File: src/rtl/matmul_seq_if.sv
// Operand-load, start/status and result-read signals of matmul_seq.
interface matmul_seq_if #(
    parameter int N  = 3,
    parameter int DW = 8,
    parameter int RW = 2*DW + $clog2(N)
);
    localparam int AW = $clog2(N*N);

    logic          load_en;
    logic          load_sel;
    logic [AW-1:0] load_addr;
    logic [DW-1:0] load_data;
    logic          start;
    logic          busy;
    logic          done;
    logic [AW-1:0] rd_addr;
    logic [RW-1:0] rd_data;

    modport master (
        output load_en, load_sel, load_addr, load_data, start, rd_addr,
        input  busy, done, rd_data
    );

    modport slave (
        input  load_en, load_sel, load_addr, load_data, start, rd_addr,
        output busy, done, rd_data
    );
endinterface

File: src/rtl/matmul_seq.sv
// Sequential NxN matrix multiplier with a single MAC and A/B/C register files.
// Define MATMUL_SIGNED_EN for two's-complement operands and results.
module matmul_seq #(
    parameter int N  = 3,
    parameter int DW = 8,
    parameter int RW = 2*DW + $clog2(N)
) (
    input  logic       clk,
    input  logic       rst,
    matmul_seq_if.slave bus
);
    localparam int NN = N*N;
    localparam int AW = $clog2(NN);
    localparam int CW = $clog2(N);
    localparam logic [CW-1:0] LAST = CW'(N-1);
    localparam logic [AW:0]   NN_L = (AW+1)'(NN);

    typedef enum logic [1:0] {IDLE, MAC, WRITE, DONE} state_t;

    state_t        state, state_nxt;
    logic [CW-1:0] i, j, k;
    logic [RW-1:0] acc;
    logic [DW-1:0] a_mem [NN];
    logic [DW-1:0] b_mem [NN];
    logic [RW-1:0] c_mem [NN];
    logic [AW-1:0] a_idx, b_idx, c_idx;
    logic [RW-1:0] prod_ext;
    logic          load_ok, rd_ok;

    always_comb begin
        a_idx   = AW'(int'(i) * N + int'(k));
        b_idx   = AW'(int'(k) * N + int'(j));
        c_idx   = AW'(int'(i) * N + int'(j));
        load_ok = {1'b0, bus.load_addr} < NN_L;
        rd_ok   = {1'b0, bus.rd_addr} < NN_L;
    end

`ifdef MATMUL_SIGNED_EN
    logic signed [2*DW-1:0] prod;
    // Signed size cast sign-extends the product up to RW.
    always_comb begin
        prod     = $signed(a_mem[a_idx]) * $signed(b_mem[b_idx]);
        prod_ext = RW'(prod);
    end
`else
    logic [2*DW-1:0] prod;
    always_comb begin
        prod     = a_mem[a_idx] * b_mem[b_idx];
        prod_ext = RW'(prod);
    end
`endif

    always_ff @(posedge clk or posedge rst) begin
        if (rst) state <= IDLE;
        else     state <= state_nxt;
    end

    always_comb begin
        state_nxt = state;
        case (state)
            IDLE:    if (bus.start) state_nxt = MAC;
            MAC:     if (k == LAST) state_nxt = WRITE;
            WRITE:   state_nxt = (i == LAST && j == LAST) ? DONE : MAC;
            DONE:    state_nxt = IDLE;
            default: state_nxt = IDLE;
        endcase
    end

    always_comb begin
        bus.busy = (state == MAC) || (state == WRITE);
        bus.done = (state == DONE);
    end

    always_ff @(posedge clk or posedge rst) begin
        if (rst) begin
            i           <= '0;
            j           <= '0;
            k           <= '0;
            acc         <= '0;
            bus.rd_data <= '0;
            for (int unsigned e = 0; e < NN; e++) begin
                a_mem[e] <= '0;
                b_mem[e] <= '0;
                c_mem[e] <= '0;
            end
        end else begin
            bus.rd_data <= rd_ok ? c_mem[bus.rd_addr] : '0;
            case (state)
                IDLE: begin
                    if (bus.load_en && load_ok) begin
                        if (bus.load_sel) b_mem[bus.load_addr] <= bus.load_data;
                        else              a_mem[bus.load_addr] <= bus.load_data;
                    end
                    if (bus.start) begin
                        i   <= '0;
                        j   <= '0;
                        k   <= '0;
                        acc <= '0;
                    end
                end
                MAC: begin
                    acc <= acc + prod_ext;
                    if (k != LAST) k <= k + 1'b1;
                end
                WRITE: begin
                    c_mem[c_idx] <= acc;
                    acc          <= '0;
                    k            <= '0;
                    if (j == LAST) begin
                        j <= '0;
                        i <= (i == LAST) ? '0 : i + 1'b1;
                    end else begin
                        j <= j + 1'b1;
                    end
                end
                default: ;
            endcase
        end
    end
endmodule

File: src/flat_wrapper.sv
// flat-port wrapper written by rule: the top's interface ports become plain ports
module matmul_seq_flat 
#(
    parameter int N  = 3,
    parameter int DW = 8,
    parameter int RW = 2*DW + $clog2(N)
)
  (clk, rst, bus_load_en, bus_load_sel, bus_load_addr, bus_load_data, bus_start, bus_rd_addr, bus_busy, bus_done, bus_rd_data);
  matmul_seq_if #(.N(N), .DW(DW), .RW(RW)) bus_i ();
  input  logic clk;
  input  logic rst;
  input wire logic [$bits(bus_i.load_en)-1:0] bus_load_en;
  input wire logic [$bits(bus_i.load_sel)-1:0] bus_load_sel;
  input wire logic [$bits(bus_i.load_addr)-1:0] bus_load_addr;
  input wire logic [$bits(bus_i.load_data)-1:0] bus_load_data;
  input wire logic [$bits(bus_i.start)-1:0] bus_start;
  input wire logic [$bits(bus_i.rd_addr)-1:0] bus_rd_addr;
  output wire logic [$bits(bus_i.busy)-1:0] bus_busy;
  output wire logic [$bits(bus_i.done)-1:0] bus_done;
  output wire logic [$bits(bus_i.rd_data)-1:0] bus_rd_data;
  assign bus_i.load_en = bus_load_en;
  assign bus_i.load_sel = bus_load_sel;
  assign bus_i.load_addr = bus_load_addr;
  assign bus_i.load_data = bus_load_data;
  assign bus_i.start = bus_start;
  assign bus_i.rd_addr = bus_rd_addr;
  assign bus_busy = bus_i.busy;
  assign bus_done = bus_i.done;
  assign bus_rd_data = bus_i.rd_data;
  matmul_seq #(.N(N), .DW(DW), .RW(RW)) u_core (.clk(clk), .rst(rst), .bus(bus_i));
endmodule
File: config.mk
export PLATFORM = sky130hd
export DESIGN_NAME = matmul_seq_flat
export DESIGN_NICKNAME = d
export VERILOG_FILES = /design/src/rtl/matmul_seq_if.sv /design/src/rtl/matmul_seq.sv /design/src/flat_wrapper.sv
export SDC_FILE = /design/constraint.sdc
export NUM_CORES = 1
export LEC_CHECK = 0
export ABC_CLOCK_PERIOD_IN_PS = 38300
export CAP_MARGIN = 25
export CORE_MARGIN = 2
export CORE_UTILIZATION = 35
export CTS_BUF_LIST = sky130_fd_sc_hd__clkbuf_8
export CTS_CLUSTER_DIAMETER = 80
export DETAILED_ROUTE_END_ITERATION = 10
export PLACE_DENSITY_LB_ADDON = 0.15
export SLEW_MARGIN = 15
export SYNTH_ARGS = -nofsm -noshare
export SYNTH_HDL_FRONTEND = slang
export SYNTH_SLANG_ARGS = --single-unit
export TNS_END_PERCENT = 30
File: constraint.sdc
create_clock -name clk -period 38.3 [get_ports clk]
set_input_delay 7.66 -clock clk [delete_from_list [all_inputs] [get_ports clk]]
set_output_delay 7.66 -clock clk [all_outputs]
set_load 0.05 [all_outputs]
==> results.sh, run 1 <==
export IMPL_status="finished, final reports clean"
export IMPL_final_cell_mix="dfrtp_1 (350), mux2_2 (255), inv_1 (134)"
export IMPL_place_ws_ns=28.30
export IMPL_grt_usage_pct=16.56
export IMPL_synth_warnings=0
export IMPL_fp_dieH_um=233.3
export IMPL_worstPathCellList="inv_1 -> ha_1 -> clkdlybuf4s50_1"
export IMPL_grt_pass1_wl_um=68800
export IMPL_period_needed_ns=9.915
export IMPL_synth_cell_type_count=52
export IMPL_path_delay_family="buffers and inverters"
export IMPL_tightest_slew_ns=0.9831
export IMPL_finalNonFillerCells=2213
export IMPL_overflow=0
export IMPL_r2r_end="u_core.acc[16]"
export IMPL_antenna_found_initial=1
export IMPL_rsz0062_at_grt="false"
export IMPL_synth_area_mm2=0.01841
export IMPL_slowest_stage="clkdlybuf4s50_1"
export IMPL_start_util_pct=35.24
export IMPL_vdd_drop_max_v=0.00002882
export IMPL_placedCellCount=2093
export IMPL_synth_cells=1410
export IMPL_ys_seq_area_share_pct=47.58
export IMPL_area_growth_pct=13.56
export IMPL_cts_root_buffer="clkbuf_8"
export IMPL_clock_path_buffers=3
export IMPL_fin_crit_sh_pct=25.89
export IMPL_final_common_cell="dfrtp_1"
export IMPL_synth_edff_count=0
export IMPL_hold_viol=0
export IMPL_path_clk_slew_ns=0.06
export IMPL_coreArea_mm2=0.05224
export IMPL_power_leakage_nw=10.10
export IMPL_gp_congestion=0.7498
export IMPL_clkLatencyLatePin_ns=0.62
export IMPL_antenna_left=0
export IMPL_nFillCells=4953
export IMPL_portBuffers=40
export IMPL_cts_buffers=66
export IMPL_die_w_um=233.3
export IMPL_synthFlopType="dfrtp_1"
export IMPL_cts_htree_levels=3
export IMPL_cp_arrival_ns=2.26
export IMPL_clock_skew_ns=0.03168
export IMPL_cts_sinks=350
export IMPL_startpoint_type="flip-flop"
export IMPL_syn_num_nets=1542
export IMPL_drc=0
export IMPL_finalSetupTns_ns=0
export IMPL_wl_per_cell_um=19.14
export IMPL_critPathBufInv=2
export IMPL_grt_start_max_net_pins=145
export IMPL_grt_pass1_vias=11880
export IMPL_holdPathEnd="u_core.c_mem[76]"
export IMPL_reg2reg_depth=25
export IMPL_drt_iter0_markers=451
export IMPL_firstDrtPassIters=4
export IMPL_path_max_fanout=6
export IMPL_cts_resized_gates=0
export IMPL_critPathKind="reg2out"
export IMPL_num_rows=84
export IMPL_post_cts_setup_buffers=0
export IMPL_rr_startpoint="u_core.k[1]"
export IMPL_fin_nets=1607
export IMPL_finalPower_mw=1.327
export IMPL_hold_start="u_core.c_mem[76]"
export IMPL_wl_um=42360
export IMPL_place_hpwl_um=27680
export IMPL_drv_slew=0
export IMPL_drive_gt1_share_pct=30.51
export IMPL_async_flop_share_pct=100.0
export IMPL_syn_area_per_cell_um2=13.06
export IMPL_critPathRequiredTime_ns=30.64
export IMPL_whs_ns=0.4767
export IMPL_power_density_mw_per_mm2=63.46
export IMPL_hold_buffers=0
export IMPL_fmax_ghz=0.1009
export IMPL_cap_violations=0
export IMPL_die_area_mm2=0.05445
export IMPL_ys_ff_latch=350
export IMPL_vias=10920
export IMPL_whs_path_depth=2
export IMPL_layout_setup_ws_ns=28.38
export IMPL_rrSetupSlack_ns=30.85
export IMPL_placed_area_mm2=0.01953
export IMPL_io_pins=41
export IMPL_viasPerCell=4.932
export IMPL_cts_tree="built"
export IMPL_crit_path_end_kind="output pin"
export IMPL_fin_util_pct=40.02
export IMPL_finalInstanceArea_mm2=0.02091
export IMPL_maxSlewHeadroom_pct=34.22
export IMPL_min_path_type="reg2reg"
export IMPL_max_stage_delay_ns=0.80
export IMPL_setup_viol=0
[sequential cells by signal (all words and copies together) (netlist names)]
register and count:
u_core.c_mem 162, u_core.a_mem 72, u_core.b_mem 72, u_core.acc 18
u_core.bus.rd_data 18, u_core.i 2, u_core.j 2, u_core.k 2
u_core.state 2
[where the power goes]
| group | internal (mW) | switching [mW] |
|---|---|---|
| clock | 0.204 | 0.159 |
| sequential | 0.433 | 0.0433 |
| combinational | 0.207 | 0.280 |
| total | 0.844 | 0.482 |
[worst min-delay path, cell delays in order (launching register included)]
cell and delay (ns):
dfrtp_1 0.34, nand2_1 0.05, o21ai_0 0.06
[synthesized netlist by cell type, types with 2 or more instances]
| cell type | instances | area (µm²) |
|---|---|---|
| mux2i_1 | 29 | 290.3 |
| buf_2 | 16 | 80.08 |
| xor2_1 | 5 | 43.79 |
| mux2_1 | 32 | 360.4 |
| inv_1 | 112 | 420.4 |
| clkbuf_1 | 31 | 116.4 |
| o21bai_1 | 2 | 15.01 |
| nor2_1 | 77 | 289.0 |
| nand2b_1 | 20 | 125.1 |
| ha_1 | 57 | 713.2 |
| nor3b_1 | 2 | 15.01 |
| a22o_1 | 12 | 105.1 |
| xnor2_1 | 9 | 78.83 |
| mux2_2 | 255 | 2872 |
| a31oi_1 | 4 | 25.02 |
| or3_1 | 2 | 12.51 |
| o21ai_0 | 67 | 335.3 |
| nor3_1 | 3 | 15.01 |
| nand4_1 | 2 | 12.51 |
| dfrtp_1 | 350 | 8758 |
| nand2_1 | 93 | 349.1 |
| nand3_1 | 13 | 65.06 |
| or2_2 | 4 | 25.02 |
| nor2b_1 | 9 | 56.30 |
| o31ai_1 | 2 | 15.01 |
| buf_1 | 9 | 33.78 |
| a21oi_2 | 10 | 87.58 |
| a21o_1 | 4 | 30.03 |
| o21a_1 | 3 | 22.52 |
| fa_1 | 54 | 1081 |
| buf_6 | 5 | 56.30 |
| buf_4 | 4 | 30.03 |
| nor4_1 | 2 | 12.51 |
| nand3b_1 | 3 | 22.52 |
| or2_1 | 6 | 37.54 |
| a21oi_1 | 16 | 80.08 |
| nor3_4 | 5 | 81.33 |
| mux4_2 | 66 | 1486 |
| nor4b_2 | 2 | 30.03 |
[routing by layer]
metal  vias to the layer above  wire (µm)  global-route usage [%]
met2                       145      20990                   28.38
met5                         -          0                       0
li1                       5058          -                       -
met4                         0       1171                   5.912
met3                        75       1109                   2.881
met1                      5637      19090                   21.00
[cell type report]
| class | count | area, µm² | share of cell area [%] |
|---|---|---|---|
| clock inverters | 33 | 183.9 | 0.8798 |
| inverters | 112 | 427.9 | 2.047 |
| well taps | 688 | 860.8 | 4.118 |
| flip-flops and latches | 350 | 8758 | 41.90 |
| clock buffers | 84 | 1156 | 5.530 |
| repair buffers | 62 | 593.1 | 2.837 |
| multi-input cells | 883 | 8922 | 42.68 |
| diodes | 1 | 2.502 | 0.01197 |
[kinds of logic after synthesis]
kind of cell	after synthesis	synth area share, %
mux	382	27.21
flops	350	47.58
simple gates	248	6.477
buf+inv	177	4.003
compound gates	127	4.234
fa+ha+maj	111	9.746
xor+xnor	15	0.7545
[worst max path at each step]
stage,endpoint,depth (start not counted),startpoint,slack (ns)
6_report,bus_busy,3,u_core.state[1],28.38
5_1_grt,bus_busy,3,u_core.state[1],28.29
4_1_cts,bus_busy,3,u_core.state[1],28.31
3_5_place_dp,u_core.c_mem[144],3,rst,28.30
3_3_place_gp,u_core.bus.rd_data[8],3,rst,28.31
2_1_floorplan,u_core.a_mem[0],1,rst,20.93
No activity file was read; power rests on OpenSTA's default activity.
==> run 2, diff against run 1 <==
ABC_CLOCK_PERIOD_IN_PS = 8500   (was 38300)
clock period = 8.5 ns   (was 38.3 ns; I/O delays follow)
==> run 2 against run 1 <==
Net effect:
- first-iteration DRC count is 15% higher
- sequential share of layout area is 0.16 points higher
- register-to-register slack lost 30 ns
- die area did not move
- hold slack worse by 0.0080 ns
- global-route usage up 0.19 points
- sequential power increased to 4.5 times the previous value
- wire length increased by 1.2%
- count of clock-buffer cells in the layout down 5
- clock skew is 0.0062 ns lower
- cell area fell by 0.38%
- total power grew to 4.5 times the previous value
- critical path type is now reg2reg
==> results.sh, run 2 (synthesis results as in run 1) <==
export IMPL_status="finished, final reports clean"
export IMPL_min_path_type="reg2reg"
export IMPL_viasPerCell=4.987
export IMPL_multiInputGateArea_mm2=0.008925
export IMPL_vias=10990
export IMPL_clock_skew_ns=0.02546
export IMPL_start_util_pct=35.24
export IMPL_fin_nets=1609
export IMPL_critPathBufInv=6
export IMPL_drt_iter0_markers=519
export IMPL_critPathKind="reg2reg"
export IMPL_coreArea_mm2=0.05224
export IMPL_startpoint_type="flip-flop"
export IMPL_clock_path_buffers=3
export IMPL_setup_viol=0
export IMPL_critPathRequiredTime_ns=9.00
export IMPL_cts_tree="built"
export IMPL_final_common_cell="dfrtp_1"
export IMPL_cts_resized_gates=0
export IMPL_whs_path_depth=2
export IMPL_finalSetupTns_ns=0
export IMPL_num_rows=84
export IMPL_period_needed_ns=7.188
export IMPL_die_w_um=233.3
export IMPL_antenna_cells=0
export IMPL_power_density_mw_per_mm2=285.2
export IMPL_cts_root_buffer="clkbuf_8"
export IMPL_largest_reg_flops=162
export IMPL_worstPathCellList="inv_1 -> ha_1 -> inv_1 -> fa_1 -> mux4_2 -> mux2_2 -> a21oi_1 -> nor2_1 -> fa_1 -> inv_1 -> fa_1 -> inv_1 -> fa_1 -> inv_1 -> fa_1 -> inv_1 -> ha_1 -> nand3_1 -> a21oi_1 -> a31oi_1 -> a31oi_1 -> a31oi_1 -> xnor2_1 -> a22o_1"
export IMPL_drive_gt1_share_pct=30.36
export IMPL_antenna_left=0
export IMPL_vdd_drop_max_v=0.0001081
export IMPL_overflow=0
export IMPL_post_cts_setup_buffers=0
export IMPL_path_delay_family="adder cells"
export IMPL_rsz0062_at_grt="false"
export IMPL_grt_pass1_wl_um=69660
export IMPL_clkLatencyLatePin_ns=0.63
export IMPL_rrSetupSlack_ns=1.31
export IMPL_seqCellArea_mm2=0.008758
export IMPL_area_growth_pct=13.12
export IMPL_cts_buffers=66
export IMPL_hold_start="u_core.c_mem[0]"
export IMPL_placedCellCount=2095
export IMPL_fin_crit_sh_pct=84.56
export IMPL_hold_buffers=0
export IMPL_slowest_stage="fa_1"
export IMPL_cpMostUsedCell="inv_1"
export IMPL_crit_path_end_kind="flip-flop"
export IMPL_grt_usage_pct=16.75
export IMPL_reg2reg_depth=24
export IMPL_portBuffers=40
export IMPL_biggestRegsByFlops="u_core.c_mem: 162 flops, u_core.a_mem: 72 flops, u_core.b_mem: 72 flops"
export IMPL_grt_pass1_vias=11920
export IMPL_power_leakage_nw=10.05
export IMPL_finalNonFillerCells=2203
export IMPL_tightest_slew_ns=1.063
export IMPL_fmax_ghz=0.1391
export IMPL_die_area_mm2=0.05445
export IMPL_cts_htree_levels=3
export IMPL_drc=0
export IMPL_grt_start_max_net_pins=186
export IMPL_max_flop_register="u_core.c_mem"
export IMPL_nFillCells=4886
export IMPL_cap_violations=0
export IMPL_cts_sinks=350
export IMPL_final_cell_mix="dfrtp_1 (350), mux2_2 (255), inv_1 (131)"
export IMPL_wl_um=42880
export IMPL_wl_per_cell_um=19.46
export IMPL_rr_startpoint="u_core.i[0]"
export IMPL_holdPathEnd="u_core.bus.rd_data[0]"
export IMPL_firstDrtPassIters=5
export IMPL_path_clk_slew_ns=0.06
export IMPL_cp_arrival_ns=7.69
export IMPL_maxSlewHeadroom_pct=28.85
export IMPL_drv_slew=0
export IMPL_antenna_found_initial=0
export IMPL_r2r_end="u_core.acc[16]"
export IMPL_fp_dieH_um=233.3
export IMPL_io_pins=41
export IMPL_gp_congestion=0.7626
export IMPL_max_stage_delay_ns=0.92
export IMPL_path_max_fanout=10
export IMPL_hold_viol=0
export IMPL_place_hpwl_um=27990
-- run 2: area by class of cell --
type	count	share of cell area, %
multi-input combinational	883	42.86
sequential	350	42.06
inverter	112	2.037
timing repair buffer	64	2.956
clock inverter	27	0.7390
clock buffer	79	5.221
tap	688	4.134
-- run 2: worst reg2reg max path: stages (launching register included) --
cell     delay (ns)
dfrtp_1        0.46
inv_1          0.10
ha_1           0.33
inv_1          0.09
fa_1           0.92
mux4_2         0.42
mux2_2         0.28
a21oi_1        0.59
nor2_1         0.16
fa_1           0.56
inv_1          0.05
fa_1           0.48
inv_1          0.06
fa_1           0.52
inv_1          0.05
fa_1           0.52
inv_1          0.04
ha_1           0.35
nand3_1        0.13
a21oi_1        0.07
a31oi_1        0.22
a31oi_1        0.16
a31oi_1        0.22
xnor2_1        0.08
a22o_1         0.19
-- run 2: metal layers --
layer / global-route usage (%) / share of wire, % / vias up
met1: 21.82 / 46 / 5726
met3: 2.832 / 2.5 / 76
met5: 0 / 0 / -
met2: 28.18 / 49 / 144
met4: 5.832 / 2.5 / 0
li1: - / - / 5040
-- run 2: stage by stage --
step	power, mW	hold slack [ns]	util (%)	worst slack, ns	area [µm²]
detailed placement	4.438	0.4657	37.42	1.331	19550
CTS	6.048	0.4777	39.80	1.312	20790
global route	6.381	0.5001	39.87	0.8024	20830
global placement	4.414	0.4591	37.42	1.341	19550
finish	5.938	0.4687	39.87	1.312	20830
floorplan	3.822	0.4444	-	1.856	18410
-- run 2: worst max path at each step --
| stage | from | endpoint | slack (ns) | cells past startpoint |
|---|---|---|---|---|
| global placement | u_core.i[0] | u_core.acc[16] | 1.34 | 24 |
| global route | u_core.i[0] | u_core.acc[16] | 0.80 | 24 |
| CTS | u_core.i[0] | u_core.acc[16] | 1.31 | 24 |
| finish | u_core.i[0] | u_core.acc[16] | 1.31 | 24 |
| detailed placement | u_core.i[0] | u_core.acc[16] | 1.33 | 24 |
| floorplan | u_core.k[1] | u_core.acc[13] | 1.86 | 26 |
-- run 2: power breakdown --
group | leakage, nW | internal, mW | switching (mW)
combinational | 4.53 | 0.962 | 1.27
clock | 0.708 | 0.866 | 0.697
sequential | 4.81 | 1.95 | 0.194
